==> src/rtl/mem_stage_subword_pkg.sv <==
// Shared size codes, FSM encoding and alignment helper for the memory-stage
// sub-word front end.
package mem_stage_subword_pkg;

  localparam logic [1:0] SZ_WORD = 2'b00;
  localparam logic [1:0] SZ_HALF = 2'b01;
  localparam logic [1:0] SZ_BYTE = 2'b10;

  localparam logic [0:0] ST_IDLE  = 1'b0;
  localparam logic [0:0] ST_MERGE = 1'b1;

  // The reserved size code 2'b11 is handled as a word access.
  function automatic logic is_misaligned(input logic [1:0] size,
                                         input logic [1:0] addr_lo);
    logic bad;
    case (size)
      SZ_BYTE: bad = 1'b0;
      SZ_HALF: bad = addr_lo[0];
      default: bad = (addr_lo != 2'b00);
    endcase
    return bad;
  endfunction

endpackage

==> src/rtl/subword_lane.sv <==
// Combinational byte/halfword lane logic: extracts and extends a load value
// and builds the merged word for a sub-word store.
module subword_lane
  import mem_stage_subword_pkg::*;
(
  input  logic [31:0] word_i,
  input  logic [1:0]  addr_i,
  input  logic [1:0]  size_i,
  input  logic        signed_i,
  input  logic [15:0] new_data_i,
  output logic [31:0] load_o,
  output logic [31:0] merge_o
);

  logic [7:0]  byte_sel;
  logic [15:0] half_sel;

  always_comb begin
    byte_sel = word_i[{addr_i, 3'b000} +: 8];
    half_sel = word_i[{addr_i[1], 4'b0000} +: 16];
    load_o   = word_i;
    merge_o  = word_i;
    case (size_i)
      SZ_BYTE: begin
        load_o = {{24{signed_i & byte_sel[7]}}, byte_sel};
        merge_o[{addr_i, 3'b000} +: 8] = new_data_i[7:0];
      end
      SZ_HALF: begin
        load_o = {{16{signed_i & half_sel[15]}}, half_sel};
        merge_o[{addr_i[1], 4'b0000} +: 16] = new_data_i;
      end
      default: ;
    endcase
  end

endmodule

==> src/rtl/mem_stage_subword.sv <==
// Memory-stage front end: word accesses pass straight through, sub-word
// stores become a two-cycle read-modify-write with a one-cycle stall.
module mem_stage_subword
  import mem_stage_subword_pkg::*;
#(
  parameter int ADDR_W = 32,
  parameter int CNT_W  = 16
) (
  input  logic              CLK,
  input  logic              RST,
  input  logic              MemWriteM,
  input  logic              MemReadM,
  input  logic [1:0]        MemSizeM,
  input  logic              LoadSignedM,
  input  logic [ADDR_W-1:0] ALUOutM,
  input  logic [31:0]       WriteDataM,
  input  logic [31:0]       RAMReadData,
  output logic              RAMWrite,
  output logic [ADDR_W-1:0] RAMAddr,
  output logic [31:0]       RAMWD,
  output logic [31:0]       LoadDataM,
  output logic              StallM,
  output logic              AlignErrM,
  output logic [CNT_W-1:0]  RmwCount
);

  logic [0:0]        state_q, state_d;
  logic [ADDR_W-1:0] addr_q, addr_d;
  logic [1:0]        size_q, size_d;
  logic [15:0]       data_q, data_d;
  logic [CNT_W-1:0]  rmw_count_q, rmw_count_d;

  logic        in_idle, misaligned, is_word;
  logic        word_store, sub_store, do_load;
  logic [1:0]  lane_addr, lane_size;
  logic [31:0] lane_load, lane_merge;

  always_comb begin
    in_idle    = (state_q == ST_IDLE);
    misaligned = is_misaligned(MemSizeM, ALUOutM[1:0]);
    is_word    = (MemSizeM != SZ_HALF) && (MemSizeM != SZ_BYTE);
    word_store = in_idle && MemWriteM && !misaligned && is_word;
    sub_store  = in_idle && MemWriteM && !misaligned && !is_word;
    // A simultaneous read+write is a store, so the load path stays quiet.
    do_load    = in_idle && MemReadM && !MemWriteM && !misaligned;
    lane_addr  = in_idle ? ALUOutM[1:0] : addr_q[1:0];
    lane_size  = in_idle ? MemSizeM : size_q;
  end

  // One lane unit serves both directions: live inputs in IDLE, latched in MERGE.
  subword_lane u_lane (
    .word_i     (RAMReadData),
    .addr_i     (lane_addr),
    .size_i     (lane_size),
    .signed_i   (LoadSignedM),
    .new_data_i (data_q),
    .load_o     (lane_load),
    .merge_o    (lane_merge)
  );

  always_comb begin
    RAMWrite  = !RST && (word_store || (state_q == ST_MERGE));
    StallM    = !RST && sub_store;
    AlignErrM = in_idle && (MemReadM || MemWriteM) && misaligned;
    RAMAddr   = in_idle ? {ALUOutM[ADDR_W-1:2], 2'b00} : {addr_q[ADDR_W-1:2], 2'b00};
    RAMWD     = in_idle ? WriteDataM : lane_merge;
    LoadDataM = do_load ? lane_load : 32'h0;
    RmwCount  = rmw_count_q;
  end

  always_comb begin
    state_d     = state_q;
    addr_d      = addr_q;
    size_d      = size_q;
    data_d      = data_q;
    rmw_count_d = rmw_count_q;
    case (state_q)
      ST_IDLE: begin
        if (sub_store) begin
          state_d = ST_MERGE;
          addr_d  = ALUOutM;
          size_d  = MemSizeM;
          data_d  = WriteDataM[15:0];
        end
      end
      ST_MERGE: begin
        state_d     = ST_IDLE;
        rmw_count_d = rmw_count_q + {{(CNT_W-1){1'b0}}, 1'b1};
      end
      default: state_d = ST_IDLE;
    endcase
  end

  always_ff @(posedge CLK or posedge RST) begin
    if (RST) begin
      state_q     <= ST_IDLE;
      addr_q      <= '0;
      size_q      <= '0;
      data_q      <= '0;
      rmw_count_q <= '0;
    end else begin
      state_q     <= state_d;
      addr_q      <= addr_d;
      size_q      <= size_d;
      data_q      <= data_d;
      rmw_count_q <= rmw_count_d;
    end
  end

endmodule

==> config.mk <==
export PLATFORM = sky130hd
export DESIGN_NAME = mem_stage_subword
export DESIGN_NICKNAME = d
export VERILOG_FILES = /design/src/rtl/mem_stage_subword_pkg.sv /design/src/rtl/subword_lane.sv /design/src/rtl/mem_stage_subword.sv
export SDC_FILE = /design/constraint.sdc
export NUM_CORES = 1
export LEC_CHECK = 0
export ABC_AREA = 0
export BUFFER_PORTS_ARGS = -buffer_cell sky130_fd_sc_hd__buf_2
export CAP_MARGIN = 20
export CORE_UTILIZATION = 40
export DETAILED_ROUTE_END_ITERATION = 8
export HOLD_SLACK_MARGIN = 0.05
export PLACE_DENSITY_LB_ADDON = 0.2
export SETUP_SLACK_MARGIN = 0.3
export SLEW_MARGIN = 5
export SYNTH_ARGS = -nofsm -noshare
export SYNTH_HDL_FRONTEND = slang
export SYNTH_SLANG_ARGS = --single-unit
==> constraint.sdc <==
create_clock -name CLK -period 2.99 [get_ports CLK]
set_input_delay 0.299 -clock CLK [delete_from_list [all_inputs] [get_ports CLK]]
set_output_delay 0.299 -clock CLK [all_outputs]
set_load 0.05 [all_outputs]
==> impl_metrics.env, run 1 <==
export IMPL_status="finished clean"
export IMPL_core_area_sq_um=12900
export IMPL_cts_buffers=9
export IMPL_num_vias=6151
export IMPL_grt_pass1_wl_um=31200
export IMPL_insertion_delay_ps=330
export IMPL_required_ps=2690
export IMPL_syn_to_final_growth_pct=70.0
export IMPL_firstDrtPassIters=5
export IMPL_yosysWarnings=0
export IMPL_slowest_stage="a2111o_1"
export IMPL_hold_viol_final=0
export IMPL_viasPerCell=5.76
export IMPL_finalCriticalPeriod_ps=2960
export IMPL_clock_fmax_ghz=0.337
export IMPL_p_clk_share_pct=22.7
export IMPL_final_util_pct=71.0
export IMPL_cp_common_cell="buf_12"
export IMPL_fin_nets=1002
export IMPL_synth_top_area_share_pct=31.2
export IMPL_max_stage_delay_ps=490
export IMPL_p_sw_share_pct=44.0
export IMPL_synth_most_common_cell="nand2_1"
export IMPL_synth_edf_count=0
export IMPL_syn_area_per_cell_sq_um=8.32
export IMPL_row_count=41
export IMPL_cts_root_buf="clkbuf_16"
export IMPL_clock_path_buffers=2
export IMPL_initial_core_util_pct=41.8
export IMPL_cts_num_sinks=67
export IMPL_h_tree_depth=3
export IMPL_gr_total_overflow=0
export IMPL_maxSlewViolCount=0
export IMPL_die_x_um=118
export IMPL_dp_hpwl_um=13600
export IMPL_leakagePower_uw=0.00412
export IMPL_yosys_top_cells_area="dfrtp_1 31%, mux2_2 17%, nand2_1 11%"
export IMPL_skew_ps=9.36
export IMPL_worst_slack_ps=26.9
export IMPL_crit_chain="mux2i_4, buf_12, inv_6, mux2i_2, a2111o_1, o21a_4, a21oi_4, buf_12"
export IMPL_drt_iter0_drc=360
export IMPL_wl_um=20600
export IMPL_place_area_sq_um=7220
export IMPL_path_class="register to output pin"
export IMPL_irDropWorstVdd_mv=0.429
export IMPL_grt_max_degree=53
export IMPL_worstPathMaxFanout=8
export IMPL_detail_route_antenna_nets=0
export IMPL_syn_area_sq_um=5380
export IMPL_switchingPower_uw=2310
export IMPL_r2r_start="state_q"
export IMPL_antenna_found_initial=3
export IMPL_hold_path_class="input pin to async pin"
export IMPL_io_pins=218
export IMPL_slew_headroom_pct=58.3
export IMPL_sequentialPowerShare_pct=27.2
export IMPL_setup_viol=0
export IMPL_rsz0062_at_grt="true"
export IMPL_die_height_um=118
export IMPL_grtUsageTotal_pct=27.8
export IMPL_drv_cap=0
export IMPL_start_kind="register"
export IMPL_crit_path_end_kind="output pin"
export IMPL_io_buffers=215
export IMPL_path_clk_slew_ps=60
export IMPL_async_flop_share_pct=100
export IMPL_ys_seq_area_share_pct=31.2
export IMPL_dp_worst_setup_slack_ps=59.3
export IMPL_grt_pass1_vias=5910
export IMPL_wl_per_cell_um=19.2
export IMPL_gp_congestion=0.872
export IMPL_drive_gt1_share_pct=57.9
export IMPL_cts_tree="done"
export IMPL_fin_crit_sh_pct=99.1
export IMPL_drc=0
export IMPL_synthFlopType="dfrtp_1"
export IMPL_arrival_ps=2660
export IMPL_synth_ff_latch_count=67
export IMPL_share_comb_of_total_power_pct=50.1
export IMPL_tightest_slew_ps=624
export IMPL_synth_largest_area_cell="dfrtp_1"
export IMPL_yosys_top_cells_count="155 x nand2_1, 82 x mux2_2, 67 x dfrtp_1"
export IMPL_internal_power_uw=2940
export IMPL_ys_types=44
export IMPL_finalInstanceArea_sq_um=9140
export IMPL_pwr_density_cell_nw_per_um2=574
export IMPL_synth_cells=646
export IMPL_die_area_sq_um=13900
export IMPL_startpoint="state_q"
==> stage by stage <==
step	hold slack, ps	cells	total power, uW	TNS [ps]
floorplan	451	647	2940	0
global placement	432	1010	3450	0
detailed placement	442	1010	3500	0
CTS	94.1	1049	5050	0
global route	114	1067	5490	-39.7
finish	73.1	1068	5250	0
==> power groups by stage <==
stage	Clock (uW)	Sequential [uW]	Combinational (uW)
4_1_cts	1210	1420	2430
3_3_place_gp	0	1400	2050
5_1_grt	1260	1460	2770
6_report	1190	1430	2630
2_1_floorplan	0	1420	1520
3_5_place_dp	0	1410	2090
==> cell type report <==
type,instances,area (sq um)
Sequential cell,67,1680
Tap cell,172,215
Antenna cell,1,2.50
Multi-Input combinational cell,520,4590
Inverter,12,58.8
Fill cell,925,3730
Timing Repair Buffer,280,2260
Clock inverter,7,108
Clock buffer,9,225
==> state kept, by name (all words and copies together), names as in the netlist <==
name / cells
RmwCount: 16
addr_q: 32
data_q: 16
size_q: 2
state_q: 1
==> cells by family (layout without fill, tap and decap cells) <==
group	count (synthesis)	in the layout	share of synthesized area (%)
other	1	3	0.0697
adders and majority gates	9	9	2.09
muxes	93	93	19.5
and+or+nand+nor	246	246	20.5
xor gates and xnor gates	15	15	2.44
AOI/OAI and AO/OA	155	155	19.7
DFF	67	67	31.2
buffers and inverters	60	308	4.58
==> critical path: cells and delay by family, from the launching register on <==
kind | cells | cell delay (ps)
flip-flops | 1 | 480
buffers and inverters | 3 | 380
AO/OA/AOI/OAI | 3 | 1040
multiplexers | 2 | 430
==> final timing paths <==
kind	end	slack [ps]	cells past startpoint
worst max-delay path	LoadDataM[15]	30	8
worst min register to register	RmwCount[15]	460	1
min in group CLK	addr_q[18]	210	2
worst max register to register	RmwCount[13]	770	6
max in group asynchronous	state_q	2260	3
worst min-delay path	addr_q[19]	70	2
==> per-layer routing <==
| layer | vias to the layer above | share of wire [%] | global-route usage, % |
|---|---|---|---|
| met5 | - | 0.063 | 0 |
| met4 | 2 | 3.9 | 10.5 |
| met3 | 64 | 8.2 | 6.49 |
| met2 | 340 | 49 | 47.7 |
| met1 | 2932 | 39 | 33.4 |
| li1 | 2813 | - | - |
==> placed cells by master, fill, tap and decap left out, types with 3 or more instances in the layout <==
master	n
nor2_1	7
inv_2	4
o21ai_0	21
o21ai_2	6
inv_1	4
a21o_2	10
mux2_2	82
and3_4	6
mux2i_1	7
nand2_2	4
buf_2	151
buf_12	12
nor2b_1	8
xnor2_1	10
nand2_1	150
buf_8	9
a21oi_4	24
a21o_1	8
a22o_1	15
and3_1	9
a311o_1	7
nand2b_1	8
ha_4	5
xor2_1	5
buf_6	70
nor2_4	17
dfrtp_1	66
a221oi_4	21
a221oi_2	3
o22ai_1	13
nand3b_1	13
nand4_1	5
mux2i_4	3
buf_4	35
a21oi_2	13
nand3_1	6
inv_6	3
clkbuf_16	10
==> what timing repair did <==
action,4_1_cts,5_1_grt
pin swaps,43,31
gates cloned,2,1
hold buffers,0,0
buffers inserted,21,17
endpoints found under the setup margin,64,64
resized for setup,198,78
No activity file was read; power rests on OpenSTA's default activity.
==> run 2, diff against run 1 <==
Settings changed: REMOVE_ABC_BUFFERS set to 1, SETUP_SLACK_MARGIN 0.3 to unset.
==> run 2 against run 1 <==
Core utilization fell by 12 points. Clock power shrank 13%. Clock skew shrank 3.7 ps. Fmax shrank 0.49%. Via count shrank 4.8%. Setup slack got worse by 15 ps. Sequential share of layout area rose by 3.9 points. Cell area is 17% lower. Clock-buffer cell count rose by 2. Largest cell class unchanged.
==> impl_metrics.env, run 2 (synthesized netlist as in run 1, its figures left out) <==
export IMPL_status="finished clean"
export IMPL_finalCriticalPeriod_ps=2980
export IMPL_final_util_pct=58.6
export IMPL_cts_tree="done"
export IMPL_fin_nets=984
export IMPL_grt_max_degree=44
export IMPL_row_count=41
export IMPL_slew_headroom_pct=53.4
export IMPL_grtUsageTotal_pct=26.1
export IMPL_drv_cap=0
export IMPL_firstDrtPassIters=7
export IMPL_insertion_delay_ps=330
export IMPL_core_area_sq_um=12900
export IMPL_largest_register_ffs=32
export IMPL_io_pins=218
export IMPL_dp_worst_setup_slack_ps=224
export IMPL_power_uw=4520
export IMPL_crit_path_end_kind="output pin"
export IMPL_skew_ps=5.67
export IMPL_largest_register="addr_q"
export IMPL_dp_hpwl_um=13400
export IMPL_cts_num_sinks=67
export IMPL_num_vias=5853
export IMPL_path_class="register to output pin"
export IMPL_fin_crit_sh_pct=99.6
export IMPL_gr_total_overflow=0
export IMPL_final_common_cell="buf_2"
export IMPL_detail_route_antenna_nets=0
export IMPL_clock_path_buffers=2
export IMPL_setup_viol=0
export IMPL_hold_ws_ps=105
export IMPL_worstPathMaxFanout=8
export IMPL_leakagePower_uw=0.00378
export IMPL_h_tree_depth=3
export IMPL_startpoint="state_q"
export IMPL_drive_gt1_share_pct=45.6
export IMPL_drt_iter0_drc=508
export IMPL_final_cell_mix="171 x buf_2, 155 x nand2_1, 82 x mux2_2"
export IMPL_hold_path_class="input pin to async pin"
export IMPL_worst_slack_ps=12.3
export IMPL_die_area_sq_um=13900
export IMPL_arrival_ps=2680
export IMPL_cts_root_buf="clkbuf_16"
export IMPL_viasPerCell=5.56
export IMPL_wl_um=18600
export IMPL_cts_buffers=9
export IMPL_pwr_density_cell_nw_per_um2=599
export IMPL_antenna_found_initial=4
export IMPL_gp_congestion=0.905
export IMPL_die_height_um=118
export IMPL_clock_fmax_ghz=0.336
export IMPL_start_kind="register"
export IMPL_syn_to_final_growth_pct=40.3
export IMPL_drc=0
export IMPL_grt_pass1_vias=5799
export IMPL_maxSlewViolCount=0
export IMPL_r2r_start="state_q"
export IMPL_die_x_um=118
export IMPL_io_buffers=215
export IMPL_hold_viol_final=0
export IMPL_tightest_slew_ps=698
export IMPL_path_clk_slew_ps=60
export IMPL_wl_per_cell_um=17.7
export IMPL_grt_pass1_wl_um=29400
export IMPL_rsz0062_at_grt="true"
export IMPL_initial_core_util_pct=41.8
export IMPL_irDropWorstVdd_mv=0.392
export IMPL_nFillCells=1145
export IMPL_required_ps=2690
==> run 2: changes by cell type in the layout (fill, tap and decap cells not counted), moves of 17 or more <==
cell / change
a221oi_4: -21
buf_2: +20
a21oi_4: -21
a21oi_1: +30
buf_6: -51
nor2_4: -17
buf_4: +26
==> run 2: worst paths after layout <==
check                                end  slack (ps)  cells after the start
setup / recovery           LoadDataM[15]          10                      7
hold / removal                data_q[15]         110                      2
setup reg to reg            RmwCount[13]         900                      6
hold reg to reg             RmwCount[15]         470                      1
max in group asynchronous     addr_q[21]        2090                      3
min in group CLK               addr_q[3]         210                      2
==> run 2: where the power goes <==
part	internal, uW	total [uW]	switching (uW)	leakage, uW
clock	608	1030	422	0.000138
sequential	1150	1380	227	0.000819
combinational	770	2110	1340	0.00282
total	2530	4520	1990	0.00378
==> run 2: stage by stage <==
| stage | TNS, ps | cells | area, sq um |
|---|---|---|---|
| floorplan | -381360 | 599 | 5180 |
| global placement | 0 | 1023 | 6810 |
| detailed placement | 0 | 1023 | 6810 |
| CTS | 0 | 1043 | 7150 |
| global route | -690 | 1050 | 7540 |
| finish | 0 | 1052 | 7550 |
==> run 2: final cells by class <==
cell class,instances,area [sq um],share of cell area (%)
Antenna cell,3,7.51,0.0995
Clock buffer,11,253,3.35
Tap cell,172,215,2.85
Clock inverter,5,37.5,0.497
Timing Repair Buffer,262,1660,22.0
Sequential cell,67,1680,22.3
Multi-Input combinational cell,520,3650,48.3
Inverter,12,45.0,0.597
==> run 2: critical path: stages, from the launching register on <==
cell and delay (ps):
dfrtp_4 500, mux2i_4 420, inv_2 120, mux2i_1 150, a2111o_1 450, o21a_4 320
a21oi_1 180, buf_4 220
==> run 2: what timing repair did <==
action / 4_1_cts / 5_1_grt
hold buffers: 0 / 0
cloned: 0 / 0
setup endpoints to repair: 39 / 50
pin swaps: 0 / 12
setup buffers: 4 / 6
gates resized for setup: 8 / 121
==> run 2: routing by layer <==
metal  part of all wire [%]  wire length, um  global-route usage (%)
met3                    8.5             1580                    5.86
met4                    2.9              540                    12.4
met5                  0.070               13                       0
met2                     49             9110                    44.8
met1                     40             7350                    30.8
==> run 3, diff against run 2 <==
Settings changed: CORE_MARGIN set to 5.
==> run 3 against run 2 <==
Clock-buffer cell count decreased by 2. Register-to-register slack lost 170 ps. Clock power grew 19%. Final cell count decreased by 0.38%. Wire length is 2.2% higher. First-iteration DRC count stayed put. Setup slack improved by 57 ps. Critical endpoint is now RAMWD[22]. Sequential power hardly changed. Non-clock buffer count decreased by 4.
==> impl_metrics.env, run 3 (synthesized netlist as in run 1, its figures left out) <==
export IMPL_gr_total_overflow=0
export IMPL_wl_per_cell_um=18.1
export IMPL_status="finished clean"
export IMPL_worstPathMaxFanout=8
export IMPL_io_buffers=215
export IMPL_insertion_delay_ps=330
export IMPL_irDropWorstVdd_mv=0.392
export IMPL_required_ps=2690
export IMPL_final_cell_mix="176 x buf_2, 155 x nand2_1, 82 x mux2_2"
export IMPL_grt_pass1_vias=5856
export IMPL_power_uw=4690
export IMPL_num_vias=5877
export IMPL_cts_root_buf="clkbuf_16"
export IMPL_io_pins=218
export IMPL_die_x_um=126
export IMPL_largest_register="addr_q"
export IMPL_syn_to_final_growth_pct=40.1
export IMPL_gp_congestion=0.886
export IMPL_r2r_cells=7
export IMPL_wl_um=19000
export IMPL_leakagePower_uw=0.00381
export IMPL_h_tree_depth=3
export IMPL_initial_core_util_pct=40.8
export IMPL_hold_viol_final=0
export IMPL_maxSlewViolCount=0
export IMPL_cts_buffers=9
export IMPL_hold_path_class="input pin to async pin"
export IMPL_fin_nets=980
export IMPL_die_height_um=126
export IMPL_tightest_slew_ps=834
export IMPL_setup_tns_ps=0
export IMPL_finalCriticalPeriod_ps=2920
export IMPL_grt_max_degree=40
export IMPL_arrival_ps=2620
export IMPL_row_count=42
export IMPL_grt_pass1_wl_um=29900
export IMPL_slew_headroom_pct=44.3
export IMPL_drc=0
export IMPL_fin_crit_sh_pct=97.7
export IMPL_drv_cap=0
export IMPL_path_clk_slew_ps=60
export IMPL_multi_input_area_sq_um=3650
export IMPL_final_common_cell="buf_2"
export IMPL_die_area_sq_um=15900
export IMPL_antenna_found_initial=3
export IMPL_crit_path_end_kind="output pin"
export IMPL_drive_gt1_share_pct=45.2
export IMPL_dp_hpwl_um=13900
export IMPL_core_area_sq_um=13200
export IMPL_firstDrtPassIters=5
export IMPL_register_area_sq_um=1680
export IMPL_path_class="register to output pin"
export IMPL_ctsHoldBuffers=0
export IMPL_nFillCells=1196
export IMPL_clock_path_buffers=2
export IMPL_clock_fmax_ghz=0.342
export IMPL_cts_tree="done"
export IMPL_cts_num_sinks=67
export IMPL_n_antenna_cell=0
export IMPL_viasPerCell=5.61
export IMPL_setup_viol=0
export IMPL_detail_route_antenna_nets=0
export IMPL_largest_register_ffs=32
export IMPL_rsz0062_at_grt="true"
export IMPL_start_kind="register"
export IMPL_skew_ps=6.10
export IMPL_grtUsageTotal_pct=22.8
export IMPL_drt_iter0_drc=508
export IMPL_pwr_density_cell_nw_per_um2=622
==> run 3: metrics by stage <==
stage	hold slack, ps	area, sq um	utilization [%]	std cells	worst slack [ps]
CTS	174	7260	55.1	1044	0.0207
global route	206	7530	57.1	1048	-70.8
finish	154	7530	57.1	1048	69.4
floorplan	451	5180	-	599	-4200
global placement	464	6860	52.0	1027	285
detailed placement	465	6860	52.0	1027	199
==> run 3: path summary, 6_finish.rpt <==
check | from | to | slack [ps]
hold / removal | RST | data_q[2] | 150
setup / recovery | state_q | RAMWD[22] | 70
min in group CLK | WriteDataM[13] | data_q[13] | 210
hold reg to reg | RmwCount[15] | RmwCount[15] | 480
setup reg to reg | state_q | RmwCount[15] | 730
max in group asynchronous | RST | addr_q[6] | 2150
==> run 3: area by class of cell <==
cell class	instances	share of cell area [%]
Clock buffer	9	2.99
Timing Repair Buffer	258	21.2
Inverter	12	0.615
Tap cell	176	2.92
Multi-Input combinational cell	520	48.5
Sequential cell	67	22.3
Clock inverter	6	1.53
==> run 3: where the power goes <==
| group | switching, uW | internal (uW) | total (uW) | leakage (uW) |
|---|---|---|---|---|
| registers | 225 | 1150 | 1380 | 0.000819 |
| clock network | 414 | 813 | 1230 | 0.000162 |
| logic | 1330 | 749 | 2080 | 0.00283 |
==> run 3: worst max-delay path, stage by stage, from the launching register on <==
cell      delay, ps
dfrtp_4         490
mux2i_4         380
buf_4           180
ha_2            220
nor3b_2          60
buf_4           160
a31o_2          240
a221oi_1        290
nor2_1           80
buf_4           190
==> run 3: layer usage <==
layer	up-vias	track usage (%)	share of wire, %
li1	2756	-	-
met3	38	6.99	9.9
met5	-	0	0.18
met4	6	8.01	2.8
met1	2767	27.8	39
met2	310	38.1	48
==> run 3: timing repair <==
action                                 CTS  global route
pin swaps                                1             4
setup endpoints to repair               48            54
endpoints found under the hold margin    0             0
gates resized for setup                 19            74
setup buffers                            2             4
